$ cat config.mk
export PLATFORM = sky130hd
export DESIGN_NAME = if_fetch
export DESIGN_NICKNAME = d
export VERILOG_FILES = /design/src/rtl/if_pkg.sv /design/src/rtl/if_fifo.sv /design/src/rtl/if_fetch.sv
export SDC_FILE = /design/constraint.sdc
export NUM_CORES = 1
export LEC_CHECK = 0
export ABC_AREA = 1
export BUFFER_PORTS_ARGS = -buffer_cell sky130_fd_sc_hd__buf_2
export CORE_MARGIN = 2
export CORE_UTILIZATION = 34
export CTS_CLUSTER_SIZE = 20
export DETAILED_ROUTE_END_ITERATION = 12
export GPL_ROUTABILITY_DRIVEN = 0
export HOLD_SLACK_MARGIN = 0.12
export PLACE_DENSITY = 0.54
export SYNTH_ARGS = -nofsm -noshare
export SYNTH_HDL_FRONTEND = slang
export SYNTH_SLANG_ARGS = --single-unit
export TNS_END_PERCENT = 50
$ cat constraint.sdc
create_clock -name i_clk -period 5.9 [get_ports i_clk]
set_input_delay 0.885 -clock i_clk [delete_from_list [all_inputs] [get_ports i_clk]]
set_output_delay 0.885 -clock i_clk [all_outputs]
set_load 0.02 [all_outputs]
$ cat src/rtl/if_pkg.sv
// Shared types and constants for the instruction-fetch stage.
package if_pkg;

    localparam int unsigned XLEN  = 32;
    localparam int unsigned CNT_W = 3;
    localparam logic [XLEN-1:0] NOP = 32'h0000_0013;

    typedef enum logic [1:0] {
        S_IDLE,
        S_REQ,
        S_WAIT
    } state_e;

    typedef struct packed {
        logic [XLEN-1:0] pc;
        logic [XLEN-1:0] instr;
    } fetch_entry_t;

endpackage

$ cat src/rtl/if_fifo.sv
// Circular fetch queue holding {pc, instr} entries; flush overrides push and pop.
module if_fifo
    import if_pkg::*;
#(
    parameter int unsigned DEPTH = 2
) (
    input  logic             clk_i,
    input  logic             rst_ni,
    input  logic             push_i,
    input  fetch_entry_t     push_data_i,
    input  logic             pop_i,
    input  logic             flush_i,
    output logic [CNT_W-1:0] count_o,
    output fetch_entry_t     head_o
);

    localparam int unsigned      PTR_W   = $clog2(DEPTH);
    localparam logic [PTR_W-1:0] LAST    = PTR_W'(DEPTH - 1);
    localparam logic [CNT_W-1:0] DEPTH_C = CNT_W'(DEPTH);

    fetch_entry_t     mem_q [DEPTH];
    logic [PTR_W-1:0] wr_ptr_q;
    logic [PTR_W-1:0] rd_ptr_q;
    logic [CNT_W-1:0] count_q;
    logic             do_push;
    logic             do_pop;

    function automatic logic [PTR_W-1:0] ptr_inc(input logic [PTR_W-1:0] p);
        return (p == LAST) ? '0 : p + PTR_W'(1);
    endfunction

    assign do_push = push_i && !flush_i && (count_q != DEPTH_C);
    assign do_pop  = pop_i && !flush_i && (count_q != '0);

    always_ff @(posedge clk_i or negedge rst_ni) begin
        if (!rst_ni) begin
            wr_ptr_q <= '0;
            rd_ptr_q <= '0;
            count_q  <= '0;
        end else if (flush_i) begin
            wr_ptr_q <= '0;
            rd_ptr_q <= '0;
            count_q  <= '0;
        end else begin
            if (do_push) begin
                wr_ptr_q <= ptr_inc(wr_ptr_q);
            end
            if (do_pop) begin
                rd_ptr_q <= ptr_inc(rd_ptr_q);
            end
            if (do_push && !do_pop) begin
                count_q <= count_q + CNT_W'(1);
            end else if (do_pop && !do_push) begin
                count_q <= count_q - CNT_W'(1);
            end
        end
    end

    // Storage needs no reset: count gates every read.
    always_ff @(posedge clk_i) begin
        if (do_push) begin
            mem_q[wr_ptr_q] <= push_data_i;
        end
    end

    assign count_o = count_q;
    assign head_o  = mem_q[rd_ptr_q];

endmodule

$ cat src/rtl/if_fetch.sv
// Instruction-fetch stage: owns the PC, issues one outstanding memory request at a time,
// queues returned words and hands them to decode; redirects flush all stale work.
module if_fetch
    import if_pkg::*;
#(
    parameter logic [31:0] RESET_PC  = 32'h0000_0000,
    parameter int unsigned BUF_DEPTH = 2
) (
    input  logic        i_clk,
    input  logic        i_reset_n,
    output logic        o_imemReq,
    output logic [31:0] o_imemAddr,
    input  logic        i_imemGnt,
    input  logic        i_imemRvalid,
    input  logic [31:0] i_imemRdata,
    input  logic        i_redirect,
    input  logic [31:0] i_redirectPc,
    output logic        o_valid,
    output logic [31:0] o_instr,
    output logic [31:0] o_pc,
    input  logic        i_ready
);

    localparam logic [CNT_W-1:0] DEPTH_C  = CNT_W'(BUF_DEPTH);
    localparam logic [31:0]      RST_PC_W = {RESET_PC[31:2], 2'b00};

    state_e           state_q;
    state_e           state_d;
    logic [31:0]      fetch_pc_q;
    logic [31:0]      fetch_pc_d;
    logic [31:0]      req_pc_q;
    logic [31:0]      req_pc_d;
    logic             discard_q;
    logic             discard_d;
    logic             req_q;

    logic [CNT_W-1:0] count;
    logic [CNT_W-1:0] count_post;
    fetch_entry_t     head;
    fetch_entry_t     push_entry;
    logic             push_c;
    logic             pop_c;
    logic             room_idle_c;
    logic             room_post_c;
    logic             unused_redirect_lsb;

    assign unused_redirect_lsb = ^i_redirectPc[1:0];

    // Room is judged with the incoming word counted but before any pop this cycle.
    always_comb begin
        push_c           = (state_q == S_WAIT) && i_imemRvalid && !discard_q && !i_redirect;
        pop_c            = (count != '0) && i_ready;
        count_post       = count + CNT_W'(push_c);
        room_idle_c      = count < DEPTH_C;
        room_post_c      = count_post < DEPTH_C;
        push_entry.pc    = req_pc_q;
        push_entry.instr = i_imemRdata;
    end

    always_comb begin
        state_d    = state_q;
        fetch_pc_d = fetch_pc_q;
        req_pc_d   = req_pc_q;
        discard_d  = discard_q;

        unique case (state_q)
            S_IDLE: begin
                if (i_redirect || room_idle_c) begin
                    state_d = S_REQ;
                end
            end
            S_REQ: begin
                if (i_imemGnt) begin
                    state_d    = S_WAIT;
                    req_pc_d   = fetch_pc_q;
                    fetch_pc_d = fetch_pc_q + 32'd4;
                    discard_d  = i_redirect;
                end
            end
            S_WAIT: begin
                if (i_imemRvalid) begin
                    discard_d = 1'b0;
                    state_d   = (i_redirect || room_post_c) ? S_REQ : S_IDLE;
                end else if (i_redirect) begin
                    discard_d = 1'b1;
                end
            end
            default: state_d = S_IDLE;
        endcase

        // A redirect target overrides any sequential PC update.
        if (i_redirect) begin
            fetch_pc_d = {i_redirectPc[31:2], 2'b00};
        end
    end

    always_ff @(posedge i_clk or negedge i_reset_n) begin
        if (!i_reset_n) begin
            state_q    <= S_IDLE;
            fetch_pc_q <= RST_PC_W;
            req_pc_q   <= RST_PC_W;
            discard_q  <= 1'b0;
            req_q      <= 1'b0;
        end else begin
            state_q    <= state_d;
            fetch_pc_q <= fetch_pc_d;
            req_pc_q   <= req_pc_d;
            discard_q  <= discard_d;
            req_q      <= (state_d == S_REQ);
        end
    end

    if_fifo #(
        .DEPTH (BUF_DEPTH)
    ) u_fifo (
        .clk_i       (i_clk),
        .rst_ni      (i_reset_n),
        .push_i      (push_c),
        .push_data_i (push_entry),
        .pop_i       (pop_c),
        .flush_i     (i_redirect),
        .count_o     (count),
        .head_o      (head)
    );

    assign o_imemReq  = req_q;
    assign o_imemAddr = fetch_pc_q;
    assign o_valid    = (count != '0);
    assign o_instr    = o_valid ? head.instr : NOP;
    assign o_pc       = o_valid ? head.pc : 32'h0;

endmodule

==> results of run 1 <==
cell families after synthesis:
group                    after synthesis
AO/OA/AOI/OAI                         79
XOR/XNOR                               9
adder cells (fa/ha/maj)                3
buffers and inverters                162
flip-flops                           193
other                                  1
AND/OR/NAND/NOR                      553
critical path: cells and delay by family (launching register included):
family / cells / cell delay (ns)
buffers and inverters: 5 / 1.59
DFF: 1 / 0.39
and+or+nand+nor: 3 / 0.25
cells in the final DEF, fill, tap and decap left out, drive strengths merged:
cell	n
o221ai	1
nand2	465
bufinv	1
nor2	59
inv	131
o21bai	3
fa	1
o21ai	61
a21boi	1
clkbuf	17
edfxtp	124
buf	167
xnor2	1
a21oi	8
xor2	8
conb	4
nor3	1
ha	2
clkinvlp	2
o31ai	2
dfrtp	69
clkinv	6
o211ai	3
nand3	28
stage by stage:
| stage | cell area, sq um | power [mW] |
|---|---|---|
| 2_1_floorplan | 8880 | 2.86 |
| 3_3_place_gp | 9980 | 3.37 |
| 3_5_place_dp | 9980 | 3.39 |
| 4_1_cts | 10600 | 4.53 |
| 5_1_grt | 10600 | 4.79 |
| 6_report | 10600 | 4.46 |
sequential cells by signal (all words and copies together), names as in the netlist:
| name | count |
|---|---|
| discard_q | 1 |
| o_imemAddr | 30 |
| o_imemReq | 1 |
| req_pc_q | 30 |
| state_q | 2 |
| u_fifo.count_o | 3 |
| u_fifo.mem_q | 124 |
| u_fifo.rd_ptr_q | 1 |
| u_fifo.wr_ptr_q | 1 |
power breakdown:
part           switching [mW]  internal (mW)
Combinational            1.06          0.434
Sequential              0.168           1.67
Clock                   0.534          0.595
routing by layer:
layer / wire length, um / share of wire (%)
met5: 0 / 0
met4: 301 / 1.4
met3: 1460 / 6.8
met2: 9020 / 42
met1: 10600 / 50
layout make-up:
class / instances / area [sq um] / share of cell area (%)
multi-input combinational: 648 / 2780 / 26.4
tap: 335 / 419 / 3.97
sequential: 193 / 5450 / 51.7
inverter: 125 / 472 / 4.47
clock inverter: 15 / 151 / 1.43
clock buffer: 17 / 425 / 4.03
timing repair buffer: 167 / 851 / 8.06
worst max-delay path by stage:
stage / slack (ns) / from / to
after detailed placement: 2.65 / u_fifo.rd_ptr_q$_DFFE_PN0P_ / o_pc[13]
final: 2.30 / u_fifo.rd_ptr_q$_DFFE_PN0P_ / o_pc[20]
after CTS: 2.16 / u_fifo.rd_ptr_q$_DFFE_PN0P_ / o_pc[13]
after global routing: 2.04 / u_fifo.rd_ptr_q$_DFFE_PN0P_ / o_instr[16]
after global placement: 2.67 / u_fifo.rd_ptr_q$_DFFE_PN0P_ / o_pc[13]
after floorplan: 1.56 / i_redirect / u_fifo.mem_q[0][0]$_DFFE_PP_
==> results.txt, run 1 <==
status: finished clean
Post-DP HPWL: 14.1 mm
Rel. slew slack: 37.0%
P&R area growth vs syn: 19.0%
Placed Cells: 1,468
Main synth FF type: edfxtp_1
post-cts resize count: 0
total grt overflow: 0
Top Usage Layer GRT: met2
setup TNS: 0 ns
vias post-DR: 6,675
row cnt: 59
Post CTS Setup Buffer Count: 0
Syn. warnings: 0
Hold Crit Class: reg2reg
critical path, cell by cell: buf_4 -> inv_2 -> buf_4 -> nand2_1 -> nand2_1 -> nand2_1 -> inv_1 -> buf_2
clock root cell: clkbuf_16
met1 Usage GRT: 23.1%
CTS tree: yes
Die W: 165 um
initial antenna violation count: 0
pre-CTS setup slack: 2.65 ns
XOR/XNOR Fraction of Synth Area: 0.889%
grt met3 use: 3.17%
Crit path required time: 5.02 ns
library cells used by synthesis: 31
reg2reg start: u_fifo.rd_ptr_q$_DFFE_PN0P_
layout cells sized above 1: 19.8%
vias in the first global route: 6,134
Final #Nets: 1,225
crit-path max FO: 63
Max clock buf depth: 2
drt initial violations: 414
cell taking the most area after synthesis: edfxtp_1
largest cells by area after synthesis: edfxtp_1 (42%), dfrtp_1 (19%), nand2_1 (19%)
Final Critical Period: 3.60 ns
port buffer count: 161
Crit path top cell by count: nand2_1
Post-synth EDFFs: 124
wire per inst: 14.2 um
Initial Util: 34.3%
number of diodes: 0
top cells by count, synth: nand2_1 (455), edfxtp_1 (124), inv_1 (118)
Gate Count Post-Synth: 1,000
first-pass GRT wire length: 33.1 mm
power density over the cells: 423 nW/um^2
count leader, synth: nand2_1
Sink Count: 193
core area: 25,800 sq um
largest net degree at the start of global routing: 70
slew at the pin with the worst max-slew slack: 0.945 ns
FF-to-FF path depth: 5
Hold Vio Cnt, Final: 0
CP Class: reg2out
Hold Path Origin: req_pc_q[20]$_DFFE_PN0P_
Min-Delay Path Depth: 0
DRT antenna net count: 0
DRC errors left: 0
mux contribution to synthesized area: 0%
Die Span Y: 165 um
met2 Use GR: 24.1%
post-synthesis sequential element count: 193
later-pin clock latency in the skew report: 0.43 ns
Hold WS: 0.469 ns
maximum VDD drop: 0.238 mV
crit-path max cell delay: 0.52 ns
gr usage total: 16.0%
Lkg Pwr: 5.13 nW
Post-Layout Cell Count: 1,500
WHS Endpoint: u_fifo.mem_q[0][52]$_DFFE_PP_
Final Util: 40.8%
largest family of logic cells by synthesized area: simple AND/OR/NAND/NOR gates
vias per cell: 4.45
hold buffers post-CTS: 0
Synth Area in Compound Gates: 4.76%
Final Setup Violations: 0
async set-reset flop share out of synthesis: 35.8%
R2R Setup Slk: 3.76 ns
Critical Path AT: 2.72 ns
CTS Buf Count: 17
Synth Area in Simple Gates: 24.9%
max cap viols: 0
area share of the largest cell type after synthesis: 42.0%
CTS H-tree lvls: 4
sequential element share of the synthesized area: 61.5%
Syn Std Cell Area: 8870 sq um
slowest CP cell: inv_2
worst flop-to-flop path endpoint: u_fifo.rd_ptr_q$_DFFE_PN0P_
Crit. End Element: output pin
filler instances: 2,602
period utilisation layout: 61.1%
final max-slew violation count: 0
Worst-path clk slew: 0.07 ns
num ports: 168
1st-pass router iterations: 5
RSZ-0062 raised after global routing: no
Post-Synthesis Mean Instance Area: 8.87 sq um
Die ar.: 27,400 sq um
worst setup margin: 2.30 ns
Post-Route WL: 21.4 mm
Final Skew: 0.00901 ns
FMAX: 0.278 GHz
Startpoint Class: register
Synth Area in Adders: 0.508%
No activity file was read; power rests on OpenSTA's default activity.
==> run 2: changes to the inputs <==
--- a/config.mk
+++ b/config.mk
@@ -13,7 +13,7 @@
 export DETAILED_ROUTE_END_ITERATION = 12
 export GPL_ROUTABILITY_DRIVEN = 0
 export HOLD_SLACK_MARGIN = 0.12
-export PLACE_DENSITY = 0.54
+export PLACE_DENSITY = 0.56
 export SYNTH_ARGS = -nofsm -noshare
 export SYNTH_HDL_FRONTEND = slang
 export SYNTH_SLANG_ARGS = --single-unit
==> constraint.sdc (replaced) <==
create_clock -name i_clk -period 3 [get_ports i_clk]
set_input_delay 0.45 -clock i_clk [delete_from_list [all_inputs] [get_ports i_clk]]
set_output_delay 0.45 -clock i_clk [all_outputs]
set_load 0.02 [all_outputs]
==> results.txt, run 2 (same netlist as run 1, synthesis figures left out) <==
status: finished clean
Seq pwr share: 41.4%
Crit. End Element: output pin
Initial Util: 34.3%
wire per inst: 14.0 um
period utilisation layout: 77.6%
Startpoint Class: register
Worst-path clk slew: 0.07 ns
Internal Power: 5.41 mW
DRT antenna net count: 0
Final Critical Period: 2.33 ns
Combinational Power Share: 33.7%
post-route cell area: 10,600 sq um
Power Total: 8.80 mW
filler instances: 2,565
Max clock buf depth: 2
P&R area growth vs syn: 20.0%
initial antenna violation count: 0
later-pin clock latency in the skew report: 0.42 ns
commonest non-fill, non-tap cell in the layout: nand2_1
first-pass GRT wire length: 32.5 mm
worst setup margin: 0.672 ns
placed inst area: 10,100 sq um
drt initial violations: 427
DRC errors left: 0
Psw: 3.39 mW
row cnt: 59
number of diodes: 0
total grt overflow: 0
Final #Nets: 1,231
vias in the first global route: 6,164
Sw Share: 38.5%
layout cells sized above 1: 19.8%
Placed Cells: 1,473
Final Skew: 0.00978 ns
clock root cell: clkbuf_16
max cap viols: 0
Die Span Y: 165 um
Largest Register: u_fifo.mem_q
max reg flops: 124
hold buffers post-CTS: 1
largest net degree at the start of global routing: 64
gr usage total: 15.7%
Post-Layout Cell Count: 1,506
vias per cell: 4.41
slew at the pin with the worst max-slew slack: 0.696 ns
pre-CTS setup slack: 0.979 ns
Hold Crit Class: in2reg
CTS Buf Count: 17
Rel. slew slack: 53.6%
CTS H-tree lvls: 4
setup TNS: 0 ns
port buffer count: 161
1st-pass router iterations: 5
maximum VDD drop: 0.312 mV
Die W: 165 um
clock network power share: 24.9%
CTS tree: yes
Sink Count: 193
num ports: 168
CP Class: reg2out
most frequent cells in the layout: nand2_1 (455), buf_2 (161), edfxtp_1 (124)
RSZ-0062 raised after global routing: no
Hold Vio Cnt, Final: 0
power density over the cells: 827 nW/um^2
post-cts resize count: 0
Final Util: 41.2%
Lkg Pwr: 5.17 nW
Critical Path AT: 1.88 ns
Crit path required time: 2.55 ns
crit-path max FO: 62
final max-slew violation count: 0
Final Setup Violations: 0
Post-DP HPWL: 14.7 mm
Die ar.: 27,400 sq um
core area: 25,800 sq um
Hold WS: 0.215 ns
vias post-DR: 6,639
FMAX: 0.430 GHz
Post CTS Setup Buffer Count: 0
Post-Route WL: 21.1 mm
-- run 2: cell count changes in the layout (fill, tap and decap cells not counted), sizes merged --
cell         before  now
buf             167  172
bufinv            1    2
clkbuf           17   18
dlygate4sd3       0    1
inv             131  129
-- run 2: cell type report --
type                    count  area (sq um)  area share [%]
clock buffers              18           429            4.03
clock inverters            14           136            1.28
inverters                 125           472            4.43
multi-input cells         648          2780            26.2
flip-flops and latches    193          5450            51.2
well taps                 335           419            3.94
repair buffers            173           948            8.91
-- run 2: per-layer routing --
metal	GRT usage, %	part of all wire [%]	wire length, um
met2	24.7	45	9400
met5	0	0	0
met4	3.80	1.3	282
met1	21.9	48	10100
met3	3.65	6.1	1290
-- run 2: power groups by stage --
stage | combinational (mW) | clock, mW | sequential [mW]
after floorplan | 1.93 | 0 | 3.69
after global placement | 3.00 | 0 | 3.67
after detailed placement | 3.03 | 0 | 3.69
after CTS | 3.04 | 2.26 | 3.64
after global routing | 3.39 | 2.39 | 3.69
final | 2.97 | 2.19 | 3.64
-- run 2: path summary, 6_finish.rpt --
check,start,end,slack [ns],cells after the start
worst min-delay path,i_imemRdata[30],u_fifo.mem_q[1][30]$_DFFE_PP_,0.22,1
min in group asynchronous,i_reset_n,o_imemAddr[21]$_DFFE_PN0P_,0.52,2
worst min register to register,u_fifo.count_o[0]$_DFFE_PN0P_,u_fifo.count_o[0]$_DFFE_PN0P_,0.47,1
worst max register to register,o_imemAddr[2]$_DFFE_PN0P_,o_imemAddr[16]$_DFFE_PN0P_,0.99,7
max in group asynchronous,i_reset_n,req_pc_q[18]$_DFFE_PN0P_,1.78,3
worst max-delay path,u_fifo.rd_ptr_q$_DFFE_PN0P_,o_pc[18],0.67,6
-- run 2: worst max-delay path, stage by stage (launching register included) --
cell     delay, ns
dfrtp_2       0.36
buf_4         0.56
nand2_1       0.12
nand2_1       0.10
nand2_1       0.08
inv_1         0.07
buf_2         0.15
==> run 3: changes to the inputs <==
--- a/config.mk
+++ b/config.mk
@@ -13,7 +13,7 @@
 export DETAILED_ROUTE_END_ITERATION = 12
 export GPL_ROUTABILITY_DRIVEN = 0
 export HOLD_SLACK_MARGIN = 0.12
-export PLACE_DENSITY = 0.56
+export PLACE_DENSITY = 0.54
 export SYNTH_ARGS = -nofsm -noshare
 export SYNTH_HDL_FRONTEND = slang
 export SYNTH_SLANG_ARGS = --single-unit
==> constraint.sdc (replaced) <==
create_clock -name i_clk -period 2.2 [get_ports i_clk]
set_input_delay 0.33 -clock i_clk [delete_from_list [all_inputs] [get_ports i_clk]]
set_output_delay 0.33 -clock i_clk [all_outputs]
set_load 0.02 [all_outputs]
==> results.txt, run 3 (same netlist as run 1, synthesis figures left out) <==
status: finished clean
CP Class: reg2out
DRC errors left: 0
first-pass GRT wire length: 33.7 mm
clock root cell: clkbuf_16
worst setup margin: 0.145 ns
R2R Setup Slk: 0.31 ns
CTS H-tree lvls: 4
CP delay by family, top: buffers and inverters
Placed Cells: 1,476
largest net degree at the start of global routing: 70
Largest Register: u_fifo.mem_q
Die W: 165 um
pre-CTS setup slack: 0.351 ns
Post-DP HPWL: 14.4 mm
FF-to-FF path depth: 11
Final #Nets: 1,276
FMAX: 0.487 GHz
worst flop-to-flop path endpoint: u_fifo.count_o[2]$_DFFE_PN0P_
vias post-DR: 6,855
period utilisation layout: 93.4%
critical path, cell by cell: buf_4 -> nand2_1 -> nand2_1 -> nand2_1 -> inv_1 -> buf_2
Crit path top cell by count: nand2_1
number of stages on the worst setup path: 6
Final Skew: 0.0175 ns
crit path from: u_fifo.rd_ptr_q$_DFFE_PN0P_
core area: 25,800 sq um
number of diodes: 0
slowest CP cell: dfrtp_4
maximum VDD drop: 0.481 mV
vias per cell: 4.42
max cap viols: 0
drt initial violations: 367
crit-path max FO: 26
1st-pass router iterations: 5
Hold Vio Cnt, Final: 0
power density over the cells: 1110 nW/um^2
wire per inst: 14.3 um
P&R area growth vs syn: 26.2%
Post-Layout Cell Count: 1,551
port buffer count: 161
vias in the first global route: 6,398
DRT antenna net count: 0
Initial Util: 34.3%
Lkg Pwr: 5.42 nW
initial antenna violation count: 0
RSZ-0062 raised after global routing: no
layout cells sized above 1: 20.1%
commonest non-fill, non-tap cell in the layout: nand2_1
Worst-path clk slew: 0.07 ns
Startpoint Class: register
Crit path required time: 1.87 ns
row cnt: 59
final max-slew violation count: 0
Post-Route WL: 22.1 mm
Hold WS: 0.151 ns
max reg flops: 124
CTS Buf Count: 17
Die ar.: 27,400 sq um
crit-path max cell delay: 0.48 ns
num ports: 168
CTS tree: yes
Hold Crit Class: in2reg
Final Setup Violations: 0
Critical Path AT: 1.73 ns
crit path capture: o_pc[2]
Final Critical Period: 2.06 ns
reg2reg start: u_fifo.count_o[0]$_DFFE_PN0P_
Sink Count: 193
Max clock buf depth: 2
Crit. End Element: output pin
gr usage total: 16.2%
total grt overflow: 0
Buf/Inv on CP: 3
Die Span Y: 165 um
later-pin clock latency in the skew report: 0.42 ns
most frequent cells in the layout: nand2_1 (455), buf_2 (161), edfxtp_1 (124)
run 3: cell count changes in the layout (fill, tap and decap cells not counted), sizes merged:
cell / previous run / this run
dlygate4sd3: 1 / 38
buf: 172 / 178
clkbuf: 18 / 21
clkinv: 6 / 3
inv: 129 / 131
run 3: where the power goes:
part	leakage, nW	switching [mW]	internal (mW)
Combinational	3.15	2.93	1.42
Clock	0.291	1.36	1.76
Sequential	1.97	0.505	4.48
run 3: worst min path at each step:
stage | from | slack [ns] | cells past startpoint | endpoint
after floorplan | i_reset_n | 0.03 | 0 | discard_q$_DFFE_PN0P_
after global placement | i_reset_n | 0.40 | 2 | o_imemAddr[25]$_DFFE_PN0P_
after detailed placement | i_reset_n | 0.39 | 2 | o_imemAddr[25]$_DFFE_PN0P_
after CTS | i_redirectPc[8] | 0.12 | 3 | o_imemAddr[8]$_DFFE_PN0P_
after global routing | i_redirectPc[10] | 0.16 | 3 | o_imemAddr[10]$_DFFE_PN0P_
final | i_redirectPc[8] | 0.15 | 3 | o_imemAddr[8]$_DFFE_PN0P_
run 3: layout make-up:
type | count | area (sq um)
well taps | 335 | 419
clock buffers | 19 | 453
multi-input cells | 648 | 2800
fillers | 2572 | 14600
repair buffers | 218 | 1450
clock inverters | 13 | 148
inverters | 125 | 474
flip-flops and latches | 193 | 5450
run 3: per-stage QoR:
step	utilization [%]	cell area, sq um	power [mW]	TNS, ns
5_1_grt	43.3	11200	13.3	0
2_1_floorplan	-	8880	7.66	-78.91
3_5_place_dp	39.1	10100	9.17	0
6_report	43.3	11200	12.5	0
3_3_place_gp	39.1	10100	9.10	0
4_1_cts	43.1	11100	12.5	0
run 3: what timing repair did:
action	4_1_cts	5_1_grt
setup endpoints to repair	41	24
hold buffers	38	0
setup buffers	2	0
resized for setup	2	5
endpoints found under the hold margin	138	0
cloned	1	2
run 3: worst register-to-register path: cells and delay by family (launching register included):
family                   cells  cell delay (ns)
adder cells (fa/ha/maj)      1             0.38
flip-flops                   1             0.40
AND/OR/NAND/NOR              6             0.51
buffers and inverters        3             0.32
XOR/XNOR                     1             0.18
run 3: metal layers:
layer	track usage, %	part of all wire, %
met1	23.0	49
met2	25.5	45
met3	3.42	5.0
met4	4.04	1.3
met5	0	0
